File: config.mk
export PLATFORM = sky130hd
export DESIGN_NAME = mdu_iter
export DESIGN_NICKNAME = d
export VERILOG_FILES = /design/src/rtl/mdu_pkg.sv /design/src/rtl/div_step.sv /design/src/rtl/mdu_iter.sv
export SDC_FILE = /design/constraint.sdc
export NUM_CORES = 2
export LEC_CHECK = 0
export ABC_AREA = 0
export BUFFER_PORTS_ARGS = -buffer_cell sky130_fd_sc_hd__buf_2
export CAP_MARGIN = 20
export CORE_ASPECT_RATIO = 1.25
export CORE_MARGIN = 2
export CORE_UTILIZATION = 40
export CTS_CLUSTER_SIZE = 14
export DETAILED_ROUTE_END_ITERATION = 6
export PLACE_DENSITY = 0.59
export SETUP_SLACK_MARGIN = 0.4
export SLEW_MARGIN = 20
export SYNTH_ARGS = -nofsm -noshare
export SYNTH_HDL_FRONTEND = slang
export SYNTH_SLANG_ARGS = --single-unit
File: constraint.sdc
create_clock -name clk -period 11 [get_ports clk]
set_input_delay 2.2 -clock clk [delete_from_list [all_inputs] [get_ports clk]]
set_output_delay 2.2 -clock clk [all_outputs]
set_load 0.03 [all_outputs]
File: src/rtl/mdu_pkg.sv
// rtl/mdu_pkg.sv - shared op encodings, state encoding and sizing constants for mdu_iter
package mdu_pkg;

  localparam int MDU_WIDTH     = 32;
  localparam int MDU_DIV_ITERS = 32;

  localparam logic [1:0] MDU_MULT  = 2'b00;
  localparam logic [1:0] MDU_MULTU = 2'b01;
  localparam logic [1:0] MDU_DIV   = 2'b10;
  localparam logic [1:0] MDU_DIVU  = 2'b11;

  typedef enum logic [1:0] {
    ST_IDLE = 2'b00,
    ST_MUL  = 2'b01,
    ST_DIV  = 2'b10,
    ST_DONE = 2'b11
  } mdu_state_t;

endpackage

File: src/rtl/div_step.sv
// rtl/div_step.sv - one combinational restoring-division iteration
module div_step #(
  parameter int WIDTH = 32
) (
  input  logic [WIDTH-1:0] rem,
  input  logic             dvd_msb,
  input  logic [WIDTH-1:0] divisor,
  output logic [WIDTH-1:0] rem_next,
  output logic             q_bit
);

  logic [WIDTH:0] shifted;
  logic [WIDTH:0] diff;

  // The shifted remainder can reach 2*divisor-1, so compare at WIDTH+1 bits.
  assign shifted  = {rem, dvd_msb};
  assign diff     = shifted - {1'b0, divisor};
  assign q_bit    = ~diff[WIDTH];
  assign rem_next = q_bit ? diff[WIDTH-1:0] : shifted[WIDTH-1:0];

endmodule

File: src/rtl/mdu_iter.sv
// rtl/mdu_iter.sv - iterative MULT/MULTU/DIV/DIVU unit for the E stage
// Define MDU_DIV_ZERO_FAST_EN to finish divide-by-zero in a single stall cycle.
module mdu_iter
  import mdu_pkg::*;
#(
  parameter int DIV_ITERS = MDU_DIV_ITERS,
  parameter int WIDTH     = MDU_WIDTH
) (
  input  logic             clk,
  input  logic             resetn,
  input  logic             flush,
  input  logic             start,
  input  logic [1:0]       op,
  input  logic [WIDTH-1:0] src_a,
  input  logic [WIDTH-1:0] src_b,
  output logic             stall_o,
  output logic             hilo_valid,
  output logic [WIDTH-1:0] hi_o,
  output logic [WIDTH-1:0] lo_o
);

  localparam int CW = $clog2(DIV_ITERS + 1);

  mdu_state_t         state;
  logic [WIDTH:0]     mul_a;
  logic [WIDTH:0]     mul_b;
  logic [WIDTH-1:0]   rem;
  logic [WIDTH-1:0]   dvd;
  logic [WIDTH-1:0]   divisor;
  logic               q_neg;
  logic               r_neg;
  logic [CW-1:0]      cnt;

  logic               div_signed;
  logic               mul_signed;
  logic               fast_zero;
  logic [WIDTH-1:0]   a_mag;
  logic [WIDTH-1:0]   b_mag;
  logic [WIDTH-1:0]   rem_next;
  logic [WIDTH-1:0]   quo_next;
  logic               q_bit;
  logic [2*WIDTH-1:0] prod;

  assign stall_o    = ~flush & (((state == ST_IDLE) & start) | (state == ST_MUL) | (state == ST_DIV));
  assign hilo_valid = ~flush & (state == ST_DONE);

  assign div_signed = (op == MDU_DIV);
  assign mul_signed = (op == MDU_MULT);
  assign a_mag      = (div_signed & src_a[WIDTH-1]) ? -src_a : src_a;
  assign b_mag      = (div_signed & src_b[WIDTH-1]) ? -src_b : src_b;

`ifdef MDU_DIV_ZERO_FAST_EN
  assign fast_zero = (src_b == '0);
`else
  assign fast_zero = 1'b0;
`endif

  // Operands are already extended to 33 bits; widening again to 2*WIDTH keeps the low product bits exact.
  assign prod = {{(WIDTH-1){mul_a[WIDTH]}}, mul_a} * {{(WIDTH-1){mul_b[WIDTH]}}, mul_b};

  // The dividend register shifts left each step and collects quotient bits in its low end.
  assign quo_next = {dvd[WIDTH-2:0], q_bit};

  div_step #(.WIDTH(WIDTH)) u_div_step (
    .rem      (rem),
    .dvd_msb  (dvd[WIDTH-1]),
    .divisor  (divisor),
    .rem_next (rem_next),
    .q_bit    (q_bit)
  );

  always_ff @(posedge clk or negedge resetn) begin
    if (!resetn) begin
      state   <= ST_IDLE;
      mul_a   <= '0;
      mul_b   <= '0;
      rem     <= '0;
      dvd     <= '0;
      divisor <= '0;
      q_neg   <= 1'b0;
      r_neg   <= 1'b0;
      cnt     <= '0;
      hi_o    <= '0;
      lo_o    <= '0;
    end else if (flush) begin
      state <= ST_IDLE;
    end else begin
      case (state)
        ST_IDLE: begin
          if (start && !op[1]) begin
            mul_a <= {mul_signed & src_a[WIDTH-1], src_a};
            mul_b <= {mul_signed & src_b[WIDTH-1], src_b};
            state <= ST_MUL;
          end else if (start && fast_zero) begin
            hi_o  <= src_a;
            lo_o  <= '1;
            state <= ST_DONE;
          end else if (start) begin
            rem     <= '0;
            dvd     <= a_mag;
            divisor <= b_mag;
            q_neg   <= div_signed & (src_a[WIDTH-1] ^ src_b[WIDTH-1]);
            r_neg   <= div_signed & src_a[WIDTH-1];
            cnt     <= '0;
            state   <= ST_DIV;
          end
        end
        ST_MUL: begin
          hi_o  <= prod[2*WIDTH-1:WIDTH];
          lo_o  <= prod[WIDTH-1:0];
          state <= ST_DONE;
        end
        ST_DIV: begin
          rem <= rem_next;
          dvd <= quo_next;
          cnt <= cnt + 1'b1;
          if (cnt == CW'(DIV_ITERS - 1)) begin
            lo_o  <= q_neg ? -quo_next : quo_next;
            hi_o  <= r_neg ? -rem_next : rem_next;
            state <= ST_DONE;
          end
        end
        ST_DONE: state <= ST_IDLE;
        default: state <= ST_IDLE;
      endcase
    end
  end

endmodule

**Word-level counts from Yosys, hierarchy flattened**

Index checks and enable logic that the tools add are counted.

- Mux-type cells: 23
- Equality and inequality tests: 10
- Reduce and logical (&&, ||, !) cells: 11
- $add $sub $neg: 6
- Bitwise logic cells: 14
- Multipliers: 1

Operators with widths:

| operator | count |
|---|---|
| 32-bit two-way mux | 11 |
| 32-bit case mux with 2 select lines | 4 |
| 32-bit negator | 4 |
| 33-bit by 33-bit multiplier with 64-bit output | 1 |
| 33-bit by 32-bit subtractor with 33-bit output | 1 |
| 6-bit two-way mux | 2 |
| 6-bit case mux with 2 select lines | 1 |
| 1-bit bitwise AND | 8 |
| 2-bit two-way mux | 4 |
| 2-bit case mux with 4 select lines | 1 |
| 4-bit AND reduction | 2 |
| 6-bit by 1-bit adder with 6-bit output (second input constant) | 1 |
| 2-bit equality test (second input constant) | 3 |
| 6-bit by 5-bit equality test with 1-bit output (second input constant) | 1 |
| 3-bit AND reduction | 2 |
| 2-bit zero test | 2 |
| 2-bit != test (second input constant) | 2 |
| 4-bit by 3-bit != test with 1-bit output (second input constant) | 1 |
| 2-bit nonzero test | 2 |
| 3-bit by 2-bit != test with 1-bit output (second input constant) | 1 |
| 1-bit inverter | 3 |
| 2-bit by 1-bit equality test with 1-bit output (second input constant) | 1 |
| 2-bit by 1-bit != test with 1-bit output (second input constant) | 1 |
| 1-bit bitwise OR | 2 |
| other kinds (4) | 4 |

- Logic and storage cells: 76
- Output and inout port bits: 66
- Input bits: 70
- Register bits: 236

**Logic depth before layout (Yosys ltp)**

- Depth in word-level cells: 6
- Mapped depth: 32
- Depth with buffers taken out: 29

**Hierarchy**

A second synthesis with hierarchy kept.

- Cell total of the unflattened synthesis: 5735
- Area, all modules: 52643.0 µm²

By module, submodules not included:

| module | area each (µm²) | sequential area each (µm²) | instances | cells an instance |
|---|---|---|---|---|
| mdu_iter | 50340.8 | 5905.7 | 1 | 5427 |
| div_step | 2302.2 | 0.0 | 1 | 308 |

**Least setup slack after synthesis**

Ideal clock, no wire load.

- Path type: reg-to-reg
- From: register mul_b[3]
- To: register hi_o[29]
- Cell stages (with the launch flop): 29
- Slack: 3246 ps
- Period minus slack after synthesis: 7754 ps
- Setup time: 121 ps
- Buffers on the path: 3
- Data arrival time: 7633 ps
- Data required time: 10879 ps
- Cell sequence: dfrtp_1 clkbuf_1 clkbuf_1 nand2_1 inv_1 fa_1 fa_1 fa_1 fa_1 inv_1 fa_1 inv_1 fa_1 fa_1 inv_1 fa_1 inv_1 ha_1 clkbuf_1 a21o_1 a21oi_1 and2_1 a22oi_1 nand2_1 o31ai_1 a31oi_1 xnor2_1 a22oi_1 nand2_1

- Cells in the longest elaborated chain, start to end: 2

RTL lines:

| element | line | RTL |
|---|---|---|
| from (decl) | mdu_iter.sv:26 | `logic [WIDTH:0] mul_b;` |
| from (signal assigned) | mdu_iter.sv:92 | `mul_b <= {mul_signed & src_b[WIDTH-1], src_b};` |
| 33-bit by 33-bit multiplier with 64-bit output | mdu_iter.sv:59 | `assign prod = {{(WIDTH-1){mul_a[WIDTH]}}, mul_a} * {{(WIDTH-1){mul_b[WIDTH]}}, mul_b};` |
| 32-bit case mux with 2 select lines | mdu_iter.sv:88 | `case (state)` |
| to (signal assigned) | mdu_iter.sv:95 | `hi_o <= src_a;` |
| to (signal assigned) | mdu_iter.sv:109 | `hi_o <= prod[2*WIDTH-1:WIDTH];` |
| to (signal assigned) | mdu_iter.sv:119 | `hi_o <= r_neg ? -rem_next : rem_next;` |
| to (decl) | mdu_iter.sv:18 | `output logic [WIDTH-1:0] hi_o,` |

No other way between the ends.
A chain may end at the register's enable or synchronous reset.

**Worst setup path in the final report**

- From: register mul_a[14]
- To: register hi_o[31]

- Cells in the longest elaborated chain, start to end: 2

RTL lines:

| element | line | RTL |
|---|---|---|
| from (decl) | mdu_iter.sv:25 | `logic [WIDTH:0] mul_a;` |
| from (signal assigned) | mdu_iter.sv:91 | `mul_a <= {mul_signed & src_a[WIDTH-1], src_a};` |
| 33-bit by 33-bit multiplier with 64-bit output | mdu_iter.sv:59 |  |
| 32-bit case mux with 2 select lines | mdu_iter.sv:88 |  |

No other way between the ends.

==> results.ini <==
[worst_setup_path]
critPathLaunch=mul_a[14]
path_buf_inv=4
crit_family=adder cells
regToRegStartpoint=mul_a[14]
crit_arrival_ns=9.39
critPathKind=reg -> reg
endpoint_kind=register
max_stage_delay_ns=1.04
crit_fanout=21
crit_top_cell=fa_1
worst_setup_path_start_kind=register
crit_required_ns=11.47
path_cells=buf_4 > nand2_1 > fa_1 > inv_1 > fa_1 > fa_1 > fa_1 > fa_1 > fa_1 > fa_1 > inv_1 > fa_1 > inv_1 > ha_1 > a21oi_1 > o21bai_1 > nor3b_1 > o211ai_1 > a21oi_1 > o31ai_1 > nor4_1 > nor4_1 > o2bb2ai_1 > a221oi_2
cpMaxStageDelayCell=dfrtp_1

[synth]
synth_xor_xnor_area_share_pct=3.525
synth_seq_cells=236
synthSimpleGateAreaFrac_pct=15.91
synth_nets=7237
synthMuxAreaShare_pct=1.915
ys.warnings.count=0
synth_fa_ha_area_share_pct=48.60
synth_seq_area_share_pct=11.16
syn_inst=5787
synthesis.area_mm2=0.05292
synth_edf_count=0
synth_cell_types=102
synthArstFlopShare_pct=100.0
synth_compound_area_share_pct=8.393
ys.flop_type=dfrtp_1
synth_top_family_by_area=adder cells
postSynthAreaPerCell_um2=9.145

[timing]
finalClockSkew_ns=0.01826
totalNegativeSetupSlack_ns=0
post-route-period-util_pct=81.13
slew_viol_final=0
slew-limit-headroom_pct=23.97
tightest_slew_ns=1.140
hold_violations=0
finalSetupViolations=0
period_minus_slack_ns=8.924
max_freq_mhz=112.1
grt_setup_unrepaired=no

[final_layout]
area_growth_pct=5.743
drive_gt1_share_pct=6.803
nNetsFinal=7167
mostFrequentLayoutCell=inv_1
mostFrequentLayoutCells=1,159 x inv_1, 1,125 x fa_1, 761 x nand2_1, 543 x and2_1, 253 x ha_1

[detailed_routing]
final_antenna_net_count=0
drt-total-wl_um=161400
dr.pass1.iters=5
drc=0
vias_per_cell=5.324
wl_per_cell_um=21.60
vias=39784
dr.first_iter.drc_count=3030

[cts]
cts_resized=0
cts.clk_slew.worst_paths_ns=0.08
htree_levels=1
hold_buffers=0
cts-root-buf=clkbuf_16
clkSinkCount=236
clk_latency_ns=0.57
cts_setup_buffers=0
clockBufferDepth=3
numCtsBuffers=23
cts_tree=done

[global_route]
antenna_found_initial=2
grt_max_degree=84
gr-total-overflow=0
grt_pass1_vias=42551
grt_pass1_wl_um=252900
grt_usage_pct=24.30

[placed_design]
hpwl_um=124600
portBuffers=135
gp_congestion=0.9068

[outcome]
status=finished clean

[floorplan]
die-area_mm2=0.1352
rows=149
start_util_pct=40.21
pin_count=136
fp.coreArea_mm2=0.1316
die_y_um=410.7
die_width_um=329.3

[worst_hold_path]
hold_path_class=reg -> reg
holdCritStartpoint=lo_o[20]

[job]
drv_cap=0

[per-stage QoR]
stage	hold WS (ns)	area [µm²]	utilization [%]	cells	setup slack, ns
final	0.4726	55960	42.52	7473	2.076
after global routing	0.5004	55950	42.51	7470	1.753
after CTS	0.4797	55950	42.51	7469	2.118
after detailed placement	0.4652	55220	41.95	7428	2.152
after global placement	0.4543	55220	41.95	7428	2.258
after floorplan	0.4498	52920	-	5787	3.246
[layer usage]
layer | up-vias | GRT usage (%) | wire length [µm]
met2 | 1415 | 41.04 | 77630
met1 | 20692 | 33.06 | 68480
met4 | 0 | 7.547 | 5724
met5 | - | 0 | 0
li1 | 17414 | - | -
met3 | 263 | 2.198 | 9551
[final timing paths]
kind / slack, ns / endpoint / depth (start not counted)
setup / recovery: 2.08 / hi_o[31] / 24
hold / removal: 0.47 / lo_o[20] / 2
setup reg to reg: 2.08 / hi_o[31] / 24
hold reg to reg: 0.47 / lo_o[20] / 2
max in group asynchronous: 7.27 / rem[1] / 3
min in group asynchronous: 1.62 / mul_b[28] / 1
[tightest hold or removal path, delay by kind of cell (launching register included)]
| family | cells | cell delay [ns] |
|---|---|---|
| and+or+nand+nor | 1 | 0.05 |
| DFF | 1 | 0.33 |
| AOI/OAI and AO/OA | 1 | 0.06 |
[kinds of logic (layout without fill, tap and decap cells)]
logic type | count (synthesis) | count (layout)
other | 0 | 4
adder cells (fa/ha/maj) | 1380 | 1380
AO/OA/AOI/OAI | 696 | 696
flip-flops | 236 | 236
multiplexers | 93 | 93
AND/OR/NAND/NOR | 1707 | 1707
buffers and inverters | 1462 | 1408
XOR/XNOR | 213 | 213
[Yosys cell counts, types with 6 or more instances]
cell type	number	area [µm²]
a22oi_1	33	247.7
o21ai_1	22	110.1
mux2i_1	27	270.3
nand2_1	762	2860
nand2b_1	27	168.9
or2_2	9	56.30
o211ai_1	12	90.09
nor2b_1	17	106.4
xnor2_1	120	1051
and2_1	543	3397
o31ai_1	26	195.2
o21a_1	17	127.6
nand4_1	14	87.58
a21o_1	48	360.4
buf_2	8	40.04
o21ai_0	221	1106
clkbuf_1	278	1044
nor3b_1	7	52.55
xor2_1	93	814.5
inv_1	1159	4350
or4_1	9	67.56
o41ai_1	13	113.9
ha_1	254	3178
and3_1	14	87.58
nor3_1	35	175.2
or3_1	21	131.4
nor2_1	170	638.1
a31oi_1	25	156.4
nand3_1	27	135.1
a211oi_1	26	195.2
dfrtp_1	236	5906
fa_1	1126	22540
a21oi_1	161	805.8
nand3b_1	6	45.04
o21bai_1	6	45.04
a21boi_0	6	45.04
nor4_1	22	137.6
o31a_1	6	52.55
mux2_2	65	732.0
[state kept, by name (all words and copies together), names as in the netlist, 2 cells and up]
signal,count
cnt,6
divisor,32
dvd,32
hi_o,32
lo_o,32
mul_a,33
mul_b,33
rem,32
state,2
[layout make-up]
type / instances / area [µm²]
diodes: 4 / 10.01
clock buffers: 35 / 690.7
clock inverters: 6 / 38.79
fillers: 13130 / 75660
inverters: 1162 / 4362
multi-input cells: 4089 / 41530
flip-flops and latches: 236 / 5936
well taps: 1736 / 2172
repair buffers: 205 / 1224
Power is not shown: default switching activity piles up to over one toggle a cycle in this logic, so the estimate is an artifact.
